### src/rtl/mod_clkgen_multiphase.sv
// rtl/mod_clkgen_multiphase.sv - multiphase clock generator (MOD/MODN/MODL) with shadowed config
// Outputs are computed from the post-edge counter and config, then registered.
module mod_clkgen_multiphase #(
    parameter int DIV_W   = 16,
    parameter int DEAD_W  = 8,
    parameter int H_INIT  = 50,
    parameter int DT_INIT = 4,
    parameter int PH_INIT = 0
) (
    input  logic              CLK_IN,
    input  logic              RESET_N,
    input  logic              ENABLE,
    input  logic              LOAD,
    input  logic [DIV_W-1:0]  HALF_PERIOD,
    input  logic [DEAD_W-1:0] DEAD_TIME,
    input  logic [DIV_W:0]    PHASE_OFS,
    output logic              CLK_OUT_MOD,
    output logic              CLK_OUT_MODN,
    output logic              CLK_OUT_MODL,
    output logic              PERIOD_START,
    output logic              CFG_PENDING,
    output logic              CFG_ERR
);

    localparam int CW = ((DIV_W > DEAD_W) ? DIV_W : DEAD_W) + 2;

    typedef enum logic [1:0] {IDLE, RUN, STOP} state_t;

    state_t            state_q, state_d;
    logic [DIV_W:0]    cnt_q, cnt_d;
    logic [DIV_W-1:0]  h_q, h_d, sh_h_q, sh_h_d;
    logic [DEAD_W-1:0] dt_q, dt_d, sh_dt_q, sh_dt_d;
    logic [DIV_W:0]    ph_q, ph_d, sh_ph_q, sh_ph_d;
    logic              pend_q, pend_d, err_q, err_d;
    logic              mod_q, mod_d, modn_q, modn_d, modl_q, modl_d, ps_q, ps_d;

    logic [CW-1:0]     p_cur, p_new, c, t;
    logic              wrap, ld_ok, apply, run;

    always_comb begin
        p_cur = CW'(h_q) << 1;
        wrap  = (state_q != IDLE) && (CW'(cnt_q) == p_cur - CW'(1));
        ld_ok = LOAD && (HALF_PERIOD != '0)
                && (CW'(DEAD_TIME) < CW'(HALF_PERIOD))
                && (CW'(PHASE_OFS) < (CW'(HALF_PERIOD) << 1));
        // A pending shadow only takes effect at a period boundary (or immediately when idle).
        apply = pend_q && (wrap || (state_q == IDLE));

        state_d = state_q;
        cnt_d   = cnt_q + (DIV_W+1)'(1);
        case (state_q)
            IDLE: begin
                cnt_d = '0;
                if (ENABLE) state_d = RUN;
            end
            RUN: begin
                if (wrap) begin
                    cnt_d = '0;
                    if (!ENABLE) state_d = IDLE;
                end else if (!ENABLE) begin
                    state_d = STOP;
                end
            end
            STOP: begin
                if (wrap) begin
                    cnt_d   = '0;
                    state_d = ENABLE ? RUN : IDLE;
                end
            end
            default: begin
                state_d = IDLE;
                cnt_d   = '0;
            end
        endcase

        h_d  = apply ? sh_h_q  : h_q;
        dt_d = apply ? sh_dt_q : dt_q;
        ph_d = apply ? sh_ph_q : ph_q;

        sh_h_d  = ld_ok ? HALF_PERIOD : sh_h_q;
        sh_dt_d = ld_ok ? DEAD_TIME   : sh_dt_q;
        sh_ph_d = ld_ok ? PHASE_OFS   : sh_ph_q;
        pend_d  = ld_ok || (pend_q && !apply);
        err_d   = LOAD ? !ld_ok : err_q;

        p_new = CW'(h_d) << 1;
        c     = CW'(cnt_d);
        t     = c + p_new - CW'(ph_d);
        if (t >= p_new) t = t - p_new;
        run    = (state_d != IDLE);
        mod_d  = run && (c < CW'(h_d) - CW'(dt_d));
        modn_d = run && (c >= CW'(h_d)) && (c < p_new - CW'(dt_d));
        modl_d = run && (t < CW'(h_d));
        ps_d   = run && (cnt_d == '0);
    end

    always_ff @(posedge CLK_IN or negedge RESET_N) begin
        if (!RESET_N) begin
            state_q <= IDLE;
            cnt_q   <= '0;
            h_q     <= DIV_W'(H_INIT);
            dt_q    <= DEAD_W'(DT_INIT);
            ph_q    <= (DIV_W+1)'(PH_INIT);
            sh_h_q  <= '0;
            sh_dt_q <= '0;
            sh_ph_q <= '0;
            pend_q  <= 1'b0;
            err_q   <= 1'b0;
            mod_q   <= 1'b0;
            modn_q  <= 1'b0;
            modl_q  <= 1'b0;
            ps_q    <= 1'b0;
        end else begin
            state_q <= state_d;
            cnt_q   <= cnt_d;
            h_q     <= h_d;
            dt_q    <= dt_d;
            ph_q    <= ph_d;
            sh_h_q  <= sh_h_d;
            sh_dt_q <= sh_dt_d;
            sh_ph_q <= sh_ph_d;
            pend_q  <= pend_d;
            err_q   <= err_d;
            mod_q   <= mod_d;
            modn_q  <= modn_d;
            modl_q  <= modl_d;
            ps_q    <= ps_d;
        end
    end

    assign CLK_OUT_MOD  = mod_q;
    assign CLK_OUT_MODN = modn_q;
    assign CLK_OUT_MODL = modl_q;
    assign PERIOD_START = ps_q;
    assign CFG_PENDING  = pend_q;
    assign CFG_ERR      = err_q;

endmodule

### config.mk
export PLATFORM = sky130hd
export DESIGN_NAME = mod_clkgen_multiphase
export DESIGN_NICKNAME = d
export VERILOG_FILES = /design/src/rtl/mod_clkgen_multiphase.sv
export SDC_FILE = /design/constraint.sdc
export NUM_CORES = 1
export LEC_CHECK = 0
export ABC_AREA = 1
export ABC_CLOCK_PERIOD_IN_PS = 9190
export CAP_MARGIN = 20
export CORE_MARGIN = 4
export CORE_UTILIZATION = 45
export CTS_CLUSTER_SIZE = 40
export DETAILED_ROUTE_END_ITERATION = 16
export PLACE_DENSITY = 0.73
export SYNTH_ARGS = -nofsm -noshare
export SYNTH_HDL_FRONTEND = slang
export SYNTH_SLANG_ARGS = --single-unit
### constraint.sdc
create_clock -name CLK_IN -period 9.19 [get_ports CLK_IN]
set_clock_uncertainty 0.1 [all_clocks]
set_input_delay 1.838 -clock CLK_IN [delete_from_list [all_inputs] [get_ports CLK_IN]]
set_output_delay 1.838 -clock CLK_IN [all_outputs]
set_load 0.05 [all_outputs]
### Word level (Yosys, flattened, before mapping)

Cells that the tools add are included.

| cells by class | value |
|---|---|
| reductions and logical operators | 21 |
| add/subtract/negate cells | 7 |
| $lt $le $gt $ge | 7 |
| equality and inequality tests | 3 |
| muxes and demuxes | 13 |

Operators by type and width:

| cell | count |
|---|---|
| two-way mux 17 bit | 3 |
| < comparator 17 x 18 -> 1 bit | 2 |
| subtractor 18 x 17 -> 18 bit | 2 |
| adder 17 x 17 -> 18 bit | 1 |
| == test 17 x 18 -> 1 bit | 1 |
| greater-or-equal comparator 18 x 17 -> 1 bit | 1 |
| < comparator 18 x 16 -> 1 bit | 1 |
| two-way mux 18 bit | 1 |
| subtractor 17 x 1 -> 18 bit, second input constant | 1 |
| subtractor 17 x 8 -> 18 bit | 1 |
| adder 17 x 1 -> 17 bit, second input constant | 1 |
| greater-or-equal comparator 17 x 16 -> 1 bit | 1 |
| logical NOT 17 bit | 1 |
| < comparator 17 bit | 1 |
| subtractor 16 x 8 -> 17 bit | 1 |
| < comparator 8 x 16 -> 1 bit | 1 |
| two-way mux 16 bit | 1 |
| nonzero test 16 bit | 1 |
| logical AND 1 bit | 11 |
| two-way mux 2 bit | 5 |
| two-way mux 8 bit | 1 |
| case mux 2 bit (3 select lines) | 1 |
| nonzero test 2 bit | 2 |
| == test 2 x 1 -> 1 bit, second input constant | 1 |
| other kinds (6) | 8 |

| word-level totals | value |
|---|---|
| logic and storage cells | 65 |
| register bits | 107 |
| output and inout port bits | 6 |

### Longest topological paths before layout

Gate-level depths: netlist (run 1).

| logic depth | value |
|---|---|
| depth after elaboration | 12 |
| mapped depth | 56 |

### Least setup slack after synthesis (run 1)

OpenSTA, ideal clock, no wires.

| timing | value |
|---|---|
| path type | register to register |
| start point | register h_q[1] |
| end point | register modl_q (netlist: CLK_OUT_MODL) |
| arrival time | 7688 ps |
| path slack | 1331 ps |
| buffers on the path | 4 |
| period minus slack after synthesis | 7859 ps |
| required time | 9019 ps |
| cell stages (with the launch flop) | 53 |
| cell sequence | dfstp_2 -> inv_1 -> ha_1 -> or2_1 -> nand3_1 -> nand2_1 -> nor2_1 -> nand2_1 -> clkinv_1 -> nand2_1 -> nor2_1 -> nand3_2 -> nand2_2 -> nand2_4 -> buf_6 -> buf_2 -> clkbuf_1 -> o21ai_0 -> [17 not listed] -> inv_1 -> nand4_1 -> nor4_1 -> a21oi_1 -> nand2_1 -> nand2_1 -> nand3_1 -> clkbuf_1 -> nor2_1 -> a21oi_1 -> ha_1 -> a21oi_1 -> nor2_1 -> a2111oi_0 -> nor2_1 -> nor2_1 -> nand2_1 -> nor2_1 |

| between the ends | value |
|---|---|
| longest elaborated chain between the ends | 12 |
| elaborated cells on any way between the ends | 20 |

RTL lines:

| item | RTL line | RTL |
|---|---|---|
| from (decl) | 31 | `logic [DIV_W-1:0] h_q, h_d, sh_h_q, sh_h_d;` |
| from (signal assigned) | 101 | `h_q <= DIV_W'(H_INIT);` |
| subtractor 17 x 1 -> 18 bit | 42 | `wrap = (state_q != IDLE) && (CW'(cnt_q) == p_cur - CW'(1));` |
| == test 17 x 18 -> 1 bit | 42 |  |
| logical AND 1 bit | 42 |  |
| logical OR 1 bit | 47 | `apply = pend_q && (wrap \|\| (state_q == IDLE));` |
| logical AND 1 bit | 47 |  |
| two-way mux 16 bit * | 76 | `h_d = apply ? sh_h_q : h_q;` |
| named net h_d[1] | 31 |  |
| adder 17 x 17 -> 18 bit | 88 | `t = c + p_new - CW'(ph_d);` |
| subtractor 18 x 17 -> 18 bit | 88 |  |
| subtractor 18 x 17 -> 18 bit or greater-or-equal comparator 18 x 17 -> 1 bit (tied branches) | 89 | `if (t >= p_new) t = t - p_new;` |
| two-way mux 18 bit | 89 |  |
| < comparator 18 x 16 -> 1 bit * | 93 | `modl_d = run && (t < CW'(h_d));` |
| logical AND 1 bit * | 93 |  |
| named net modl_d | 35 | `logic mod_q, mod_d, modn_q, modn_d, modl_q, modl_d, ps_q, ps_d;` |
| to (signal assigned) | 126 | `modl_q <= modl_d;` |
| to (decl) | 35 |  |

The timed path passes the listed nets; every way through them passes the cells marked *.
A chain may end at the register's enable or synchronous reset.

### Worst setup path in the final report (run 1)

| timing | value |
|---|---|
| start point | register h_q[1] |
| end point | register modl_q (netlist: CLK_OUT_MODL) |

| between the ends | value |
|---|---|
| longest elaborated chain between the ends | 12 |
| elaborated cells on any way between the ends | 20 |

RTL lines:

| item | RTL line |
|---|---|
| subtractor 17 x 1 -> 18 bit | 42 |
| == test 17 x 18 -> 1 bit | 42 |
| logical AND 1 bit | 42 |
| logical OR 1 bit | 47 |
| logical AND 1 bit | 47 |
| two-way mux 16 bit | 76 |
| adder 17 x 17 -> 18 bit | 88 |
| subtractor 18 x 17 -> 18 bit | 88 |
| subtractor 18 x 17 -> 18 bit or greater-or-equal comparator 18 x 17 -> 1 bit (tied branches) | 89 |
| two-way mux 18 bit | 89 |
| < comparator 18 x 16 -> 1 bit | 93 |
| logical AND 1 bit * | 93 |
| named net modl_d | 35 |

Marks and branches as above.

==> impl_metrics.py, run 1 <==
metrics = {
    "run_status": {
        "status": "finished clean",
    },
    "synthesis": {
        "yosysSeqAreaShare_pct": 26.8,
        "synthFlopType": "dfrtp_1",
        "ys_ff_latch": 107,
        "ys_types": 51,
        "yosys_warnings": 0,
        "synth.avg_cell_area_sq_um": 7.51,
        "synth_area_sq_um": 10000,
        "synth_edf_count": 0,
        "async_reset_ff_share_pct": 100,
        "synthCells": 1335,
        "synth_nets": 1538,
    },
    "grt": {
        "grt_pass1_vias": 8798,
        "grt_max_degree": 60,
        "grt-ovfl-total": 0,
        "grt_use_total_pct": 22.9,
        "antenna_found_initial": 0,
        "grt_pass1_wl_microns": 44700,
    },
    "setup_path": {
        "cpLargestDelayFamily": "simple AND/OR/NAND/NOR gates",
        "cp_slowest_cell": "dfstp_2",
        "criticalPathCategory": "flop to flop",
        "path_max_fanout": 44,
        "startpoint_type": "flop",
        "critical_path_buf_inv_count": 7,
        "crit_top_cell": "nand2_1",
        "endpoint_kind": "flop",
        "regToRegSetupSlack_ns": 0.89,
        "cp_slowest_stage_delay_ns": 0.57,
        "critPathArrivalTime_ns": 8.43,
        "worstPathRequired_ns": 9.33,
    },
    "clock_tree": {
        "h-tree-depth": 3,
        "hold_buffers": 0,
        "clockBufferDepth": 2,
        "cts_tree": "built",
        "cts_inserted_buffers": 9,
        "clk-insertion-delay-late_ns": 0.36,
        "cts.reportedPaths.clkPinSlew_ns": 0.08,
        "clock_sinks": 107,
        "root_buffer": "clkbuf_16",
    },
    "timing": {
        "maxSlewViolCount": 0,
        "min_period_ns": 8.30,
        "rsz0062_at_grt": "no",
        "finalSetupViolations": 0,
        "fmax_ghz": 0.121,
        "period_share_pct": 90.3,
        "relSlewSlack_pct": 31.7,
        "fin_hold_ws_ns": 0.378,
        "worst_pin_slew_ns": 1.01,
        "tns_ns": 0,
        "hold_viol_final": 0,
    },
    "run": {
        "drv_cap": 0,
    },
    "detailed_routing": {
        "first_pass_iters": 5,
        "routed_via_density": 5.37,
        "drt-total-wl_microns": 27600,
        "drt_iter0_drc": 563,
        "route.detailed.drc": 0,
        "ant_nets": 0,
        "via_count": 9018,
        "wl_per_cell_microns": 16.4,
    },
    "floorplan": {
        "fp.dieW_microns": 157,
        "die_area_sq_um": 24700,
        "coreArea_sq_um": 21900,
        "die_h_microns": 157,
        "start_util_pct": 45.8,
        "ios": 51,
        "rows": 54,
    },
    "final_layout": {
        "drive_gt1_share_pct": 6.72,
        "design_area_sq_um": 11300,
        "final_cell_mix": "nand2_1 (299), inv_1 (195), ha_1 (138)",
        "n_fill_cell": 2132,
        "diodes": 0,
        "final_common_cell": "nand2_1",
        "layout.nets": 1597,
        "fin_cells": 1679,
        "area_growth_pct": 12.4,
    },
    "placement": {
        "hpwl_microns": 22400,
        "io_buffers": 50,
        "gp_congestion": 0.970,
        "dpl_cell_area_sq_um": 10900,
        "dp.cells": 1663,
    },
    "hold_path": {
        "hold_class": "flop to flop",
    },
}
synthesized netlist by cell type, types with 6 or more instances:
cell | n | area [sq um]
nand2_1 | 299 | 1120
inv_1 | 195 | 732
ha_1 | 138 | 1730
dfrtp_1 | 103 | 2580
nor2_1 | 93 | 349
a21oi_1 | 92 | 460
o21ai_0 | 78 | 390
nand3_1 | 61 | 305
xor2_1 | 55 | 482
nand4_1 | 24 | 150
nor3_1 | 21 | 105
fa_1 | 20 | 400
xnor2_1 | 15 | 131
clkbuf_1 | 14 | 52.6
nand2_2 | 14 | 87.6
o21bai_1 | 8 | 60.1
inv_2 | 7 | 26.3
o221ai_1 | 7 | 61.3
a211oi_1 | 6 | 45.0
a21o_1 | 6 | 45.0
a31oi_1 | 6 | 37.5
nor2_2 | 6 | 37.5
nor2_4 | 6 | 67.6
per-stage QoR:
step	setup slack [ns]	util, %
2_1_floorplan	1.33	-
3_3_place_gp	0.872	49.9
3_5_place_dp	0.534	49.9
4_1_cts	0.514	51.3
5_1_grt	0.0874	51.5
6_report	0.892	51.5
flip-flops by register name, summed over array words and instances (netlist names):
signal,flops
h_q,16
CFG_PENDING,1
cnt_q,17
CLK_OUT_MODN,1
ph_q,17
sh_h_q,16
dt_q,8
CLK_OUT_MODL,1
CFG_ERR,1
PERIOD_START,1
sh_ph_q,17
CLK_OUT_MOD,1
state_q,2
sh_dt_q,8
layout make-up:
cell class | count | area, sq um | area share, %
clock inverter | 6 | 82.6 | 0.733
tap | 280 | 350 | 3.11
sequential | 107 | 2680 | 23.8
timing repair buffer | 68 | 633 | 5.62
inverter | 205 | 769 | 6.83
multi-input combinational | 1003 | 6510 | 57.8
clock buffer | 10 | 239 | 2.12
final timing paths:
path / startpoint / to / depth (start not counted)
min in group asynchronous: RESET_N / cnt_q[4] / 1
setup / recovery: h_q[1] / CLK_OUT_MODL / 49
max in group asynchronous: RESET_N / h_q[8] / 2
hold reg to reg: sh_ph_q[10] / sh_ph_q[10] / 2
hold / removal: sh_ph_q[10] / sh_ph_q[10] / 2
setup reg to reg: h_q[1] / CLK_OUT_MODL / 49
kinds of logic after synthesis:
family | count (synthesis) | share of synthesized area [%]
AOI/OAI and AO/OA | 221 | 12.5
and+or+nand+nor | 550 | 24.4
adders and majority gates | 158 | 21.2
muxes | 4 | 0.449
xor gates and xnor gates | 70 | 6.12
DFF | 107 | 26.8
buffers and inverters | 225 | 8.59
repair_timing:
action                     in CTS  in global routing
setup endpoints to repair       0                  1
buffers inserted                0                  0
resized for setup               0                  6
routing by layer:
metal  up-vias  routed length [microns]  GRT usage, %
li1       4509                        -             -
met1      4183                    12100          31.2
met2       282                    12600          38.1
met3        44                     2140          3.74
met4         0                      694          6.39
met5         -                        0             0
worst register-to-register path, delay by kind of cell (launching register included):
| family | cells | cell delay (ns) |
|---|---|---|
| AND/OR/NAND/NOR | 27 | 3.43 |
| adder cells (fa/ha/maj) | 6 | 1.94 |
| AO/OA/AOI/OAI | 8 | 1.18 |
| buffers and inverters | 7 | 0.76 |
| flip-flops | 1 | 0.57 |
| XOR/XNOR | 1 | 0.20 |
Power of run 1 is not shown: default switching activity piles up to over one toggle a cycle in this logic, so the estimate is an artifact.
==> inputs of run 2 (changes only) <==
--- a/config.mk
+++ b/config.mk
@@ -6,7 +6,7 @@
 export NUM_CORES = 1
 export LEC_CHECK = 0
 export ABC_AREA = 1
-export ABC_CLOCK_PERIOD_IN_PS = 9190
+export ABC_CLOCK_PERIOD_IN_PS = 10300
 export CAP_MARGIN = 20
 export CORE_MARGIN = 4
 export CORE_UTILIZATION = 45
==> constraint.sdc (replaced) <==
create_clock -name CLK_IN -period 10.3 [get_ports CLK_IN]
set_clock_uncertainty 0.1 [all_clocks]
set_input_delay 2.06 -clock CLK_IN [delete_from_list [all_inputs] [get_ports CLK_IN]]
set_output_delay 2.06 -clock CLK_IN [all_outputs]
set_load 0.05 [all_outputs]
==> run 2 against run 1 <==
Net effect: count of clock-buffer cells in the layout stayed put; first-iteration DRC count up 18%; via count grew 1.3%; die area stayed put; fmax fell by 11%; sequential cell count unchanged; critical path depth grew 2; register-to-register slack better by 0.09 ns; design area shrank 0.80%; utilization shrank 0.41 points; critical path type unchanged.
==> impl_metrics.py, run 2 (synthesized netlist as in run 1, its figures left out) <==
metrics = {
    "detailed_routing": {
        "via_count": 9134,
        "first_pass_iters": 5,
        "routed_via_density": 5.45,
        "drt_iter0_drc": 662,
        "wl_per_cell_microns": 16.5,
        "ant_nets": 0,
        "drt-total-wl_microns": 27600,
        "route.detailed.drc": 0,
    },
    "grt": {
        "grt_use_total_pct": 23.1,
        "grt_max_degree": 71,
        "antenna_found_initial": 0,
        "grt_pass1_wl_microns": 45100,
        "grt-ovfl-total": 0,
        "grt_pass1_vias": 8859,
    },
    "setup_path": {
        "critPathArrivalTime_ns": 9.51,
        "endpoint_kind": "flop",
        "cp_slowest_stage_delay_ns": 0.63,
        "startpoint_type": "flop",
        "crit_top_cell": "nand2_1",
        "r2r_start": "h_q[1]",
        "cp_slowest_cell": "o21ai_0",
        "criticalPathCategory": "flop to flop",
        "path_max_fanout": 70,
        "worstPathRequired_ns": 10.49,
        "startpoint": "h_q[1]",
    },
    "floorplan": {
        "fp.dieW_microns": 157,
        "ios": 51,
        "start_util_pct": 45.8,
        "die_h_microns": 157,
        "die_area_sq_um": 24700,
        "rows": 54,
        "coreArea_sq_um": 21900,
    },
    "timing": {
        "worst_pin_slew_ns": 0.969,
        "fmax_ghz": 0.107,
        "finalSetupViolations": 0,
        "hold_viol_final": 0,
        "rsz0062_at_grt": "no",
        "min_period_ns": 9.32,
        "tns_ns": 0,
        "maxSlewViolCount": 0,
        "layout_setup_ws_ns": 0.980,
        "relSlewSlack_pct": 34.7,
        "period_share_pct": 90.5,
    },
    "clock_tree": {
        "cts_tree": "built",
        "cts.reportedPaths.clkPinSlew_ns": 0.08,
        "clockBufferDepth": 2,
        "hold_buffers": 0,
        "cts_inserted_buffers": 9,
        "clock_sinks": 107,
        "clk-insertion-delay-late_ns": 0.36,
        "cts_resized": 0,
        "post_cts_buffers": 0,
        "root_buffer": "clkbuf_16",
        "h-tree-depth": 3,
    },
    "hold_path": {
        "worstHoldStart": "sh_ph_q[5]",
        "hold_class": "flop to flop",
    },
    "final_layout": {
        "final_cell_mix": "nand2_1 (299), inv_1 (195), ha_1 (138)",
        "drive_gt1_share_pct": 6.24,
        "fin_cells": 1675,
        "n_fill_cell": 2152,
        "reg_top3": "cnt_q x17, ph_q x17, sh_ph_q x17",
        "seq_area_sq_um": 2680,
        "fin_util_pct": 51.1,
        "final_common_cell": "nand2_1",
        "multiInputGateArea_sq_um": 6480,
        "diodes": 0,
        "layout.nets": 1593,
        "area_growth_pct": 11.5,
    },
    "placement": {
        "hpwl_microns": 22400,
        "dp_slack_ns": 1.11,
        "io_buffers": 50,
        "dp.cells": 1659,
        "gp_congestion": 0.995,
    },
    "run": {
        "drv_cap": 0,
    },
    "run_status": {
        "status": "finished clean",
    },
}
==> run 2: changes by cell type in the layout (fill, tap and decap cells not counted), sizes merged <==
cell	change
buf	-4
bufinv	-1
clkinv	-1
clkinvlp	+2
==> run 2: path summary, 6_finish.rpt <==
path | end | slack (ns) | cells past startpoint
max in group asynchronous | ph_q[15] | 7.27 | 2
max reg2reg | CLK_OUT_MODL | 0.98 | 51
min reg2reg | sh_ph_q[5] | 0.38 | 2
min | sh_ph_q[5] | 0.38 | 2
min in group asynchronous | cnt_q[7] | 1.70 | 1
max | CLK_OUT_MODL | 0.98 | 51
==> run 2: area by class of cell <==
| cell class | instances | share of cell area [%] |
|---|---|---|
| inverters | 205 | 6.89 |
| multi-input cells | 1003 | 58.0 |
| clock inverters | 6 | 0.537 |
| flip-flops and latches | 107 | 24.0 |
| repair buffers | 64 | 5.40 |
| well taps | 280 | 3.13 |
| clock buffers | 10 | 2.05 |
==> run 2: routing by layer <==
metal	vias to the layer above	wire length [microns]	track usage, %
li1	4497	-	-
met1	4253	12500	31.6
met2	332	12500	38.2
met3	52	1910	3.30
met4	0	748	6.51
met5	-	0	0
==> run 2: stage by stage <==
step	area [sq um]	hold slack, ns
floorplan	10000	0.344
global placement	10900	0.358
detailed placement	10900	0.363
CTS	11200	0.384
global route	11200	0.401
finish	11200	0.381
==> run 2: worst max-delay path, delay by kind of cell, from the launching register on <==
kind / cells / cell delay [ns]
simple gates: 26 / 3.15
flops: 1 / 0.56
fa+ha+maj: 5 / 1.74
xor+xnor: 1 / 0.16
compound gates: 11 / 2.49
buf+inv: 8 / 0.98
Power of run 2 is left out for the same reason.
==> inputs of run 3 (changes only) <==
--- a/config.mk
+++ b/config.mk
@@ -6,7 +6,7 @@
 export NUM_CORES = 1
 export LEC_CHECK = 0
 export ABC_AREA = 1
-export ABC_CLOCK_PERIOD_IN_PS = 10300
+export ABC_CLOCK_PERIOD_IN_PS = 9950
 export CAP_MARGIN = 20
 export CORE_MARGIN = 4
 export CORE_UTILIZATION = 45
==> constraint.sdc (replaced) <==
create_clock -name CLK_IN -period 9.95 [get_ports CLK_IN]
set_clock_uncertainty 0.1 [all_clocks]
set_input_delay 1.99 -clock CLK_IN [delete_from_list [all_inputs] [get_ports CLK_IN]]
set_output_delay 1.99 -clock CLK_IN [all_outputs]
set_load 0.05 [all_outputs]
==> run 3 against run 2 <==
Net effect: sequential cell count is the same; critical path type unchanged; global-route usage barely moved; setup slack better by 0.12 ns; utilization decreased by 0.086 points; die area stayed put; fmax increased by 5.3%; count of clock-buffer cells in the layout did not move; register-to-register slack improved by 0.12 ns; sequential share of layout area hardly changed; via count down 1.8%; critical endpoint unchanged.
==> impl_metrics.py, run 3 (synthesized netlist as in run 1, its figures left out) <==
metrics = {
    "run_status": {
        "status": "finished clean",
    },
    "setup_path": {
        "cp_slowest_cell": "dfstp_2",
        "worstPathRequired_ns": 10.14,
        "critical_path_buf_inv_count": 7,
        "startpoint_type": "flop",
        "regToRegSetupSlack_ns": 1.10,
        "cpLargestDelayFamily": "simple AND/OR/NAND/NOR gates",
        "cp_slowest_stage_delay_ns": 0.56,
        "crit_top_cell": "nand2_1",
        "criticalPathCategory": "flop to flop",
        "endpoint_kind": "flop",
        "path_max_fanout": 25,
        "critPathArrivalTime_ns": 9.04,
    },
    "grt": {
        "grt_pass1_vias": 8678,
        "antenna_found_initial": 0,
        "grt_max_degree": 64,
        "grt_use_total_pct": 23.1,
        "grt-ovfl-total": 0,
        "grt_pass1_wl_microns": 45000,
    },
    "floorplan": {
        "start_util_pct": 45.8,
        "rows": 54,
        "ios": 51,
        "fp.dieW_microns": 157,
        "die_h_microns": 157,
        "die_area_sq_um": 24700,
        "coreArea_sq_um": 21900,
    },
    "clock_tree": {
        "cts_inserted_buffers": 9,
        "cts_tree": "built",
        "clock_sinks": 107,
        "clockBufferDepth": 2,
        "root_buffer": "clkbuf_16",
        "hold_buffers": 0,
        "clk-insertion-delay-late_ns": 0.36,
        "cts.reportedPaths.clkPinSlew_ns": 0.08,
        "h-tree-depth": 3,
    },
    "timing": {
        "finalSetupViolations": 0,
        "fmax_ghz": 0.113,
        "maxSlewViolCount": 0,
        "hold_viol_final": 0,
        "min_period_ns": 8.85,
        "period_share_pct": 89.0,
        "layout_setup_ws_ns": 1.10,
        "tns_ns": 0,
        "worst_pin_slew_ns": 0.845,
        "rsz0062_at_grt": "no",
        "relSlewSlack_pct": 43.6,
    },
    "hold_path": {
        "hold_class": "flop to flop",
    },
    "detailed_routing": {
        "first_pass_iters": 6,
        "drt-met1-wl_microns": 12400,
        "drt_iter0_drc": 727,
        "drt-total-wl_microns": 27700,
        "route.detailed.drc": 0,
        "wl_per_cell_microns": 16.6,
        "ant_nets": 0,
        "dr_wl_met3_microns": 1880,
        "routed_via_density": 5.37,
        "via_count": 8968,
        "wl_met2_microns": 12700,
        "top_layer": "met4",
    },
    "final_layout": {
        "diodes": 0,
        "fin_util_pct": 51.0,
        "drive_gt1_share_pct": 6.11,
        "seq_area_sq_um": 2680,
        "final_cell_mix": "nand2_1 (299), inv_1 (195), ha_1 (138)",
        "layout.nets": 1589,
        "final_common_cell": "nand2_1",
        "reg_top3": "cnt_q x17, ph_q x17, sh_ph_q x17",
        "n_fill_cell": 2212,
        "area_growth_pct": 11.3,
        "multiInputGateArea_sq_um": 6490,
    },
    "run": {
        "drv_cap": 0,
    },
    "placement": {
        "io_buffers": 50,
        "gp_congestion": 0.994,
        "hpwl_microns": 22700,
        "dp_slack_ns": 0.977,
    },
}
-- run 3: worst paths after layout --
check                           start            to  cells past startpoint
max                            h_q[1]  CLK_OUT_MODL                     49
min                        sh_dt_q[3]    sh_dt_q[3]                      2
max reg2reg                    h_q[1]  CLK_OUT_MODL                     49
min reg2reg                sh_dt_q[3]    sh_dt_q[3]                      2
max in group asynchronous     RESET_N    sh_h_q[13]                      2
min in group asynchronous     RESET_N    state_q[1]                      1
-- run 3: final cells by class --
type | instances | share of cell area [%]
clock inverters | 6 | 0.505
well taps | 280 | 3.14
repair buffers | 60 | 5.14
multi-input cells | 1003 | 58.1
inverters | 205 | 6.90
clock buffers | 10 | 2.14
flip-flops and latches | 107 | 24.0
-- run 3: per-stage QoR --
stage / area [sq um] / hold WS (ns) / instances
floorplan: 10000 / 0.344 / 1335
global placement: 10900 / 0.358 / 1655
detailed placement: 10900 / 0.362 / 1655
CTS: 11200 / 0.383 / 1671
global route: 11200 / 0.407 / 1671
finish: 11200 / 0.383 / 1671
-- run 3: worst register-to-register path: cells and delay by family (launching register included) --
family | cells | cell delay (ns)
xor+xnor | 1 | 0.16
compound gates | 12 | 2.58
simple gates | 24 | 2.68
buf+inv | 7 | 1.00
fa+ha+maj | 5 | 1.72
flops | 1 | 0.56
-- run 3: per-layer routing --
| metal | global-route usage [%] | vias up |
|---|---|---|
| li1 | - | 4489 |
| met1 | 32.4 | 4144 |
| met2 | 37.1 | 283 |
| met3 | 3.30 | 52 |
| met4 | 7.01 | 0 |
| met5 | 0 | - |
-- run 3: repair_timing --
action	in CTS	in global routing
gates resized for setup	0	2
endpoints found under the setup margin	0	1
setup buffers	0	0
Power of run 3 is left out for the same reason.
